--- src/rtl/pc_sequencer.sv ---
// Program-counter stage of the single-cycle CPU, directly upstream of the
// instruction memory. Holds the fetch PC, selects the next PC (sequential,
// branch, jump, jump-register) and sequences IDLE/RUN/HALT/FAULT run control.
module pc_sequencer #(
    parameter logic [31:0] RESET_PC  = 32'h0000_0000,
    parameter int unsigned MEM_BYTES = 256
) (
    input  logic        CLK,
    input  logic        reset,
    input  logic        start,
    input  logic        pc_write,
    input  logic [1:0]  pc_src,
    input  logic        branch_taken,
    input  logic [15:0] branch_imm,
    input  logic [25:0] jump_index,
    input  logic [31:0] reg_target,
    input  logic        halt_req,
    output logic [31:0] pc,
    output logic [31:0] pc_plus4,
    output logic        running,
    output logic        halted,
    output logic        fault,
    output logic [31:0] retired
);

    localparam logic [1:0] S_IDLE  = 2'd0;
    localparam logic [1:0] S_RUN   = 2'd1;
    localparam logic [1:0] S_HALT  = 2'd2;
    localparam logic [1:0] S_FAULT = 2'd3;

    localparam logic [1:0] SRC_SEQ    = 2'b00;
    localparam logic [1:0] SRC_BRANCH = 2'b01;
    localparam logic [1:0] SRC_JUMP   = 2'b10;

    // Highest word-aligned address that still lies inside instruction memory.
    localparam logic [31:0] LAST_PC = 32'(MEM_BYTES - 4);

    logic [1:0]         state;
    logic [31:0]        next_pc;
    logic signed [31:0] branch_off;

    // A fetch is illegal when misaligned or past the last word of memory.
    function automatic logic illegal_fetch(input logic [31:0] addr);
        return (addr[1:0] != 2'b00) || (addr > LAST_PC);
    endfunction

    assign pc_plus4   = pc + 32'd4;
    // Word offset sign-extended and scaled to bytes.
    assign branch_off = {{14{branch_imm[15]}}, branch_imm, 2'b00};

    assign running = (state == S_RUN);
    assign halted  = (state == S_HALT);
    assign fault   = (state == S_FAULT);

    // Next-PC selection; all additions wrap modulo 2^32.
    always_comb begin
        next_pc = pc_plus4;
        case (pc_src)
            SRC_SEQ:    next_pc = pc_plus4;
            SRC_BRANCH: next_pc = branch_taken ? (pc_plus4 + $unsigned(branch_off)) : pc_plus4;
            SRC_JUMP:   next_pc = {pc_plus4[31:28], jump_index, 2'b00};
            default:    next_pc = reg_target;
        endcase
    end

    // Run-control FSM with PC and retired-instruction counter updates.
    always_ff @(posedge CLK) begin
        if (reset) begin
            state   <= S_IDLE;
            pc      <= RESET_PC;
            retired <= '0;
        end else begin
            case (state)
                S_IDLE: begin
                    pc      <= RESET_PC;
                    retired <= '0;
                    if (start) begin
                        state <= S_RUN;
                    end
                end
                S_RUN: begin
                    // Halt takes priority over a faulting or legal advance.
                    if (halt_req) begin
                        state <= S_HALT;
                    end else if (pc_write) begin
                        if (illegal_fetch(next_pc)) begin
                            state <= S_FAULT;
                        end else begin
                            pc      <= next_pc;
                            retired <= retired + 32'd1;
                        end
                    end
                end
                S_HALT, S_FAULT: begin
                    if (start) begin
                        state   <= S_RUN;
                        pc      <= RESET_PC;
                        retired <= '0;
                    end
                end
                default: begin
                    state <= S_IDLE;
                end
            endcase
        end
    end

endmodule
--- config.mk ---
export PLATFORM = sky130hd
export DESIGN_NAME = pc_sequencer
export DESIGN_NICKNAME = d
export VERILOG_FILES = /design/src/rtl/pc_sequencer.sv
export SDC_FILE = /design/constraint.sdc
export NUM_CORES = 1
export LEC_CHECK = 0
export ABC_AREA = 1
export CORE_MARGIN = 10
export CORE_UTILIZATION = 40
export CTS_BUF_LIST = sky130_fd_sc_hd__clkbuf_8 sky130_fd_sc_hd__clkbuf_16
export DETAILED_ROUTE_END_ITERATION = 8
export GPL_TIMING_DRIVEN = 0
export HOLD_SLACK_MARGIN = 0.05
export PLACE_DENSITY_LB_ADDON = 0.15
export SLEW_MARGIN = 20
export SYNTH_ARGS = -nofsm -noshare
export SYNTH_HDL_FRONTEND = slang
export SYNTH_SLANG_ARGS = --single-unit
--- constraint.sdc ---
create_clock -name CLK -period 7.5 [get_ports CLK]
set_input_delay 1.125 -clock CLK [delete_from_list [all_inputs] [get_ports CLK]]
set_output_delay 1.125 -clock CLK [all_outputs]
set_load 0.05 [all_outputs]
== Word level (Yosys, flattened, before mapping) ==
Index checks and enable logic that the tools add are counted.
W data, S select, Z words.
Storage, ports and cells
  register bits after elaboration: 66
  input bits: 82
  output and inout port bits: 99
Operators by class
  $add $sub $neg: 3
  order comparisons: 1
  equal/unequal tests: 12
  mux-type cells: 16
  reduce and logical (&&, ||, !) cells: 8
Operators by type and width (count)
  $pmux W32 S3: 3
  $mux W32: 8
  $add A32 B1 Y32 const B: 1
  $add A32 B3 Y32 const B: 1
  $add A32 B32 Y32: 1
  $gt A32 B8 Y1 const B: 1
  $mux W2: 4
  $ne A2 B2 Y1 const B: 4
  $eq A2 B2 Y1 const B: 3
  $eq A2 B1 Y1 const B: 2
  $logic_not A2 Y1: 2
  $pmux W2 S2: 1
  $reduce_and A4 Y1: 1
  $ne A3 B2 Y1 const B: 1
  $ne A3 B3 Y1 const B: 1
  $reduce_and A3 Y1: 1
  $reduce_or A3 Y1: 1
  $ne A2 B1 Y1 const B: 1
  $reduce_bool A2 Y1: 1
  $reduce_or A2 Y1: 1
  $logic_or A1 B1 Y1: 1

== Longest topological paths before layout ==
Gate-level depths: netlist (run 1).
  depth in word-level cells: 10
  gate-level depth with buffers: 33
  mapped depth without buffers: 32

== Worst setup path after synthesis (run 1) ==
OpenSTA, ideal clock, no wires.
  path kind: reg2reg
  from: register pc[2]
  to: register pc[19]
  arrival: 4634 ps
  data required time: 7362 ps
  slack: 2727 ps
  stages on the path, launching flop included: 27
  path buffers: 2
  period minus slack after synthesis: 4773 ps
  path through: dfxtp_1 inv_1 nor2_4 nand2_2 nor2_1 xor2_1 ha_1 nand2_1 inv_1 nand2_1 inv_1 a21oi_1 nand2_1 nand2_1 nand3_1 nand2_1 nand2_1 nand2_1 nand2_1 nor3_2 nand2_2 nor2_4 nand3_4 nand2_4 buf_12 buf_12 nor3_2
Between the ends
  longest elaborated chain between the ends: 8
  elaborated cells on any way between the ends: 12
  those cells by class: add/sub: 2; order compare: 1; eq/ne: 1; mux: 6; reduce/logical: 2
Ends and longest elaborated chain
  from (decl): RTL line 18  | output logic [31:0] pc,
  from (signal assigned): RTL line 89  | pc <= next_pc;
  $add A32 B3 Y32 (*): RTL line 47  | assign pc_plus4 = pc + 32'd4;
  net pc_plus4[2]: RTL line 19  | output logic [31:0] pc_plus4,
  $add A32 B32 Y32: RTL line 60  | SRC_BRANCH: next_pc = branch_taken ? (pc_plus4 + $unsigned(branch_off)) : pc_plus4;
  $mux W32: RTL line 60
  $pmux W32 S3 (*): RTL line 58  | case (pc_src)
  $gt A32 B8 Y1 or $mux W32 (tied branches): RTL line 44, 86
  $logic_or A1 B1 Y1 or $mux W32 (tied branches): RTL line 44, 85
  $ne A2 B2 Y1 (no line) or $mux W32 (tied branches)
  $reduce_and A4 Y1 (no line) or $pmux W32 S3 (tied branches)
Mark *: on every way through the listed nets, which the timed path passes. The rest lies on a longest branch. The select of a mux whose other input is x is not followed.
A chain may end at the register's enable or synchronous reset.

== Final worst setup path (run 1) ==
  from: register pc[2]
  to: register pc[9]
Between the ends
  longest elaborated chain between the ends: 8
  elaborated cells on any way between the ends: 12
  those cells by class: add/sub: 2; order compare: 1; eq/ne: 1; mux: 6; reduce/logical: 2
Ends and longest elaborated chain (RTL line)
  $add A32 B3 Y32 (*): 47
  $add A32 B32 Y32: 60
  $mux W32: 60
  $pmux W32 S3 (*): 58
  $gt A32 B8 Y1 or $mux W32 (tied branches): 44, 86
  $logic_or A1 B1 Y1 or $mux W32 (tied branches): 44, 85
  $ne A2 B2 Y1 (no line) or $mux W32 (tied branches)
  $reduce_and A4 Y1 (no line) or $pmux W32 S3 (tied branches)
Mark *: on every way between the ends. The rest lies on a longest branch, timed or not. The select of a mux whose other input is x is not followed.

==> flow_summary.toml, run 1 <==
[status]
status = "complete, no violations"

[sta]
rsz0062_at_grt = "no"
period_needed_ns = 4.87
hold_viol = 0
max_freq_mhz = 206
min_period_over_period = 0.649
tns_ns = 0
worst_slack_ns = 2.63
max_slew_margin = 0.439
tightest_slew_ns = 0.839
skew_ns = 0.0112
report.final.slew_viol_count = 0
setup_violations = 0

[synth]
synth_edf_count = 0
avgSynthCellArea_um2 = 5.56
yosysSeqAreaShare = 0.164
yosysTopAreaCell = "nand2_1"
yosys-top-cells-area = "nand2_1 (22%), dfxtp_1 (16%), inv_1 (10%), nand3_1 (7.8%), nor2_1 (6.9%)"
synth.distinct_cells = 47
yosysTopAreaCellShare = 0.225
synthFlopType = "dfxtp_1"
syn_inst = 1449
async_flop_share = 0
synth_seq_cells = 66
synth_nets = 1565
synth.cell_area_mm2 = 0.00805
ys.warnings.count = 0

[layout]
final_nets = 1753
layout_common_cells = "nand2_1 (482), inv_1 (217), clkdlybuf4s50_1 (177)"
drive_above_1_share = 0.0816
register_area_mm2 = 0.00132
multi_input_area_mm2 = 0.00563
area_growth_syn_to_layout_pct = 30.0
final_common_cell = "nand2_1"
fillers = 2133

[detailed_routing]
detail_route.vias_per_cell = 5.13
route.detailed.drc = 0
drt-pass1-iter-count = 5
wire_per_inst_um = 18.3
vias = 9785
first_iter_violations = 780
routed_wl_um = 35000
drtAntennaViolNets = 0

[worst_setup_path]
critPathKind = "flop to flop"
setup.worst_path.end_class = "flop"
cp_max_fo = 10
cp_slowest_cell = "dfxtp_1"
required_ns = 7.70
start_kind = "flop"
cpPeakStageDelay_ns = 0.50
crit_top_cell = "nand2_1"
cp_data_arrival_time_ns = 5.06

[cts]
clk_latency_ns = 0.35
h-tree-depth = 3
cts_buffers = 9
cts_root_buf = "clkbuf_16"
cts_hold_buf = 0
clockBufferDepth = 2
clk_pin_slew_ns = 0.06
postCtsSetupRepairBufs = 0
clock-sinks = 66
ctsResizeCount = 0
tritoncts = "built"

[global_routing]
busiest_layer = "met2"
grt_max_degree = 18
grt_pass1_wl_um = 53300
grt-ovfl-total = 0
antenna_found_initial = 1
use_met3 = 0.0571
grt_usage = 0.260
grt_pass1_vias = 9169
use_met1 = 0.348
grt_use_met2 = 0.416

[place]
gp_congestion = 1.00
dp_slack_ns = 2.41
io_buffers = 177
dp.final_hpwl_um = 29500

[floorplanning]
dieArea_mm2 = 0.0262
die_height_um = 162
io_pins = 181
core_mm2 = 0.0197
initial_core_util = 0.410
die_w_um = 162
fp-row-count = 51

[power_and_ir_drop]
ir_drop_mv = 0.0997
leakage_nw = 4.62
total_power_w = 0.00121
power_density_mw_per_mm2 = 116

[flow_run]
maxCapViolations = 0

[min_path]
holdCritPathClass = "flop to flop"
==> synth_stat cells (3+ instances only) <==
cell      count
nand2_1     482
inv_1       217
nor2_1      149
nand3_1     126
dfxtp_1      66
a21oi_1      45
o21ai_0      37
nor3_1       35
ha_1         33
clkbuf_1     27
nor3_2       21
a21oi_2      20
xor2_1       20
or2_2        19
nand4_1      18
nand2_2      15
o21ai_1      15
xnor2_1      13
inv_2        12
nor4_1        9
nand3b_1      8
nor2_4        7
o211ai_1      5
buf_2         4
o21bai_1      4
buf_1         3
buf_12        3
buf_6         3
nand3_2       3
nor2_2        3
nor3b_1       3
==> flip-flops by register name (all words and copies together), names as in the netlist <==
name     flops
retired     32
state        2
pc          32
==> per-stage QoR <==
stage          std cells  hold slack (ns)  cell area [um^2]  utilization
6_report            1908            0.501             10500        0.533
5_1_grt             1908            0.533             10500        0.533
4_1_cts             1907            0.498             10500        0.532
3_5_place_dp        1891            0.488             10200        0.517
3_3_place_gp        1891            0.485             10200        0.517
2_1_floorplan       1449            0.462              8050            -
==> logic make-up (layout without fill, tap and decap cells) <==
| kind of cell | after synthesis | after routing | share of synthesized area |
|---|---|---|---|
| and+or+nand+nor | 906 | 906 | 0.506 |
| buffers and inverters | 272 | 465 | 0.137 |
| AOI/OAI and AO/OA | 137 | 137 | 0.101 |
| DFF | 66 | 66 | 0.164 |
| adders and majority gates | 34 | 34 | 0.0538 |
| xor gates and xnor gates | 34 | 34 | 0.0379 |
| other | 0 | 1 | 0 |
==> metal layers <==
layer / vias to the layer above / routed length, um
met4: 0 / 634
li1: 4961 / -
met5: - / 0
met1: 4397 / 15700
met2: 390 / 15500
met3: 37 / 3060
==> path summary, 6_finish.rpt <==
kind	slack, ns	endpoint	cells after the start	from
worst min register to register	0.50	state[0]$_SDFFE_PP0P_	2	state[0]$_SDFFE_PP0P_
worst max register to register	2.63	pc[9]$_SDFFE_PP0P_	29	pc[2]$_SDFFE_PP0P_
worst max-delay path	2.63	pc[9]$_SDFFE_PP0P_	29	pc[2]$_SDFFE_PP0P_
worst min-delay path	0.50	state[0]$_SDFFE_PP0P_	2	state[0]$_SDFFE_PP0P_
==> critical path, delay by kind of cell, from the launching register on <==
kind / cells / cell delay [ns]
AO/OA/AOI/OAI: 1 / 0.30
adder cells (fa/ha/maj): 2 / 0.67
AND/OR/NAND/NOR: 20 / 2.26
XOR/XNOR: 1 / 0.36
flip-flops: 1 / 0.50
buffers and inverters: 5 / 0.60
==> final cells by class <==
| type | instances | area share |
|---|---|---|
| multi-input combinational | 1111 | 0.537 |
| timing repair buffer | 177 | 0.169 |
| sequential | 66 | 0.126 |
| inverter | 230 | 0.0825 |
| tap | 265 | 0.0317 |
| buffer | 42 | 0.0231 |
| clock buffer | 10 | 0.0228 |
| clock inverter | 6 | 0.00681 |
| antenna | 1 | 0.000239 |
==> power breakdown <==
| group | internal, W | total (W) | switching (W) |
|---|---|---|---|
| registers | 0.000356 | 0.000366 | 0.0000102 |
| clock network | 0.000270 | 0.000454 | 0.000183 |
| logic | 0.000137 | 0.000389 | 0.000253 |
(Power assumes the default switching activity.)
==> inputs of run 2 (changes only) <==
==> constraint.sdc (replaced) <==
create_clock -name CLK -period 5 [get_ports CLK]
set_input_delay 0.75 -clock CLK [delete_from_list [all_inputs] [get_ports CLK]]
set_output_delay 0.75 -clock CLK [all_outputs]
set_load 0.05 [all_outputs]
==> run 2 against run 1 <==
Effect of this change:
- first-iteration DRC count down 5.3%
- wire length about the same
- total power grew 50%
- clock-buffer cell count did not move
- die area stayed put
- sequential cell count unchanged
- via count up 0.17%
- clock skew about the same
- critical path depth is 1 lower
==> flow_summary.toml, run 2 (synthesized netlist as in run 1, its figures left out) <==
[floorplanning]
dieArea_mm2 = 0.0262
initial_core_util = 0.410
die_height_um = 162
core_mm2 = 0.0197
die_w_um = 162
fp-row-count = 51
io_pins = 181

[global_routing]
grt_usage = 0.260
grt_pass1_vias = 9169
antenna_found_initial = 1
grt-ovfl-total = 0
grt_max_degree = 18
grt_pass1_wl_um = 53300

[flow_run]
maxCapViolations = 0

[cts]
clk_latency_ns = 0.34
postCtsSetupRepairBufs = 0
cts_buffers = 9
clk_pin_slew_ns = 0.07
h-tree-depth = 3
tritoncts = "built"
clock-sinks = 66
cts_root_buf = "clkbuf_16"
clockBufferDepth = 2

[power_and_ir_drop]
ir_drop_mv = 0.150
leakage_nw = 4.62
power_density_mw_per_mm2 = 173

[worst_setup_path]
cp_slowest_cell = "dfxtp_2"
setup.worst_path.end_class = "flop"
reg2reg_to = "pc[9]$_SDFFE_PP0P_"
cp_max_fo = 10
reg2reg_depth = 28
crit_top_cell = "nand2_1"
crit_end = "pc[9]$_SDFFE_PP0P_"
startpoint = "pc[2]$_SDFFE_PP0P_"
start_kind = "flop"
critPathKind = "flop to flop"
ff2ff_setup_slack_ns = 0.33
cpPeakStageDelay_ns = 0.41
required_ns = 5.20
cp_data_arrival_time_ns = 4.87
reg2reg_from = "pc[2]$_SDFFE_PP0P_"

[layout]
final_common_cell = "nand2_1"
drive_above_1_share = 0.0834
top_regs = "pc (32), retired (32), state (2)"
fillers = 2131
area_growth_syn_to_layout_pct = 30.2
final_nets = 1753
final_cells = 1908
layout_common_cells = "nand2_1 (482), inv_1 (217), clkdlybuf4s50_1 (177)"

[sta]
report.final.slew_viol_count = 0
max_freq_mhz = 214
min_period_over_period = 0.934
hold_viol = 0
max_slew_margin = 0.444
setup_violations = 0
period_needed_ns = 4.67
skew_ns = 0.0114
tightest_slew_ns = 0.834
tns_ns = 0
rsz0062_at_grt = "no"

[detailed_routing]
routed_wl_um = 34900
first_iter_violations = 739
vias = 9802
detail_route.vias_per_cell = 5.14
route.detailed.drc = 0
wire_per_inst_um = 18.3
drtAntennaViolNets = 0
drt-pass1-iter-count = 5

[place]
gp_congestion = 1.00
dp_cells = 1891
dp.final_hpwl_um = 29500
io_buffers = 177

[min_path]
holdCritPathClass = "flop to flop"
holdPathStages = 2

[status]
status = "complete, no violations"
-- run 2: cell type report --
type	instances	area [um^2]	share of cell area
flip-flops and latches	66	1320	0.126
clock inverters	6	71.3	0.00680
clock buffers	10	239	0.0228
well taps	265	332	0.0316
diodes	1	2.50	0.000239
repair buffers	177	1770	0.169
inverters	230	863	0.0823
plain buffers	42	241	0.0230
multi-input cells	1111	5640	0.538
-- run 2: worst min-delay path by stage --
stage | from | to | slack (ns)
3_3_place_gp | state[0]$_SDFFE_PP0P_ | state[0]$_SDFFE_PP0P_ | 0.49
2_1_floorplan | state[0]$_SDFFE_PP0P_ | state[0]$_SDFFE_PP0P_ | 0.46
5_1_grt | state[0]$_SDFFE_PP0P_ | state[0]$_SDFFE_PP0P_ | 0.53
4_1_cts | state[0]$_SDFFE_PP0P_ | state[0]$_SDFFE_PP0P_ | 0.50
3_5_place_dp | state[0]$_SDFFE_PP0P_ | state[0]$_SDFFE_PP0P_ | 0.49
6_report | state[0]$_SDFFE_PP0P_ | state[0]$_SDFFE_PP0P_ | 0.50
-- run 2: where the power goes --
part | switching (W) | internal (W) | total (W) | leakage (nW)
sequential | 0.0000151 | 0.000534 | 0.000549 | 0.534
combinational | 0.000380 | 0.000205 | 0.000585 | 3.94
clock | 0.000275 | 0.000405 | 0.000681 | 0.146
-- run 2: timing repair --
item	in CTS	in global routing
setup endpoints to repair	0	63
hold buffers	0	0
hold endpoints to repair	0	0
gates resized for setup	0	4
-- run 2: stage by stage --
stage / total power, W / hold slack, ns / cell area, um^2 / worst slack [ns] / util
after floorplan: 0.000915 / 0.462 / 8050 / 0.227 / -
after global placement: 0.00113 / 0.485 / 10200 / 0.204 / 0.517
after detailed placement: 0.00113 / 0.488 / 10200 / 0.201 / 0.517
after CTS: 0.00182 / 0.498 / 10500 / 0.178 / 0.532
after global routing: 0.00189 / 0.533 / 10500 / 0.0401 / 0.533
final: 0.00182 / 0.501 / 10500 / 0.332 / 0.533
-- run 2: metal layers --
layer | track usage | share of wire
met2 | 0.416 | 0.45
met3 | 0.0571 | 0.080
met1 | 0.348 | 0.46
met5 | 0 | 0
met4 | 0.0575 | 0.019
-- run 2: worst max-delay path, delay by kind of cell, from the launching register on --
kind	cells	cell delay, ns
fa+ha+maj	2	0.64
simple gates	21	2.80
flops	1	0.41
buf+inv	5	0.67
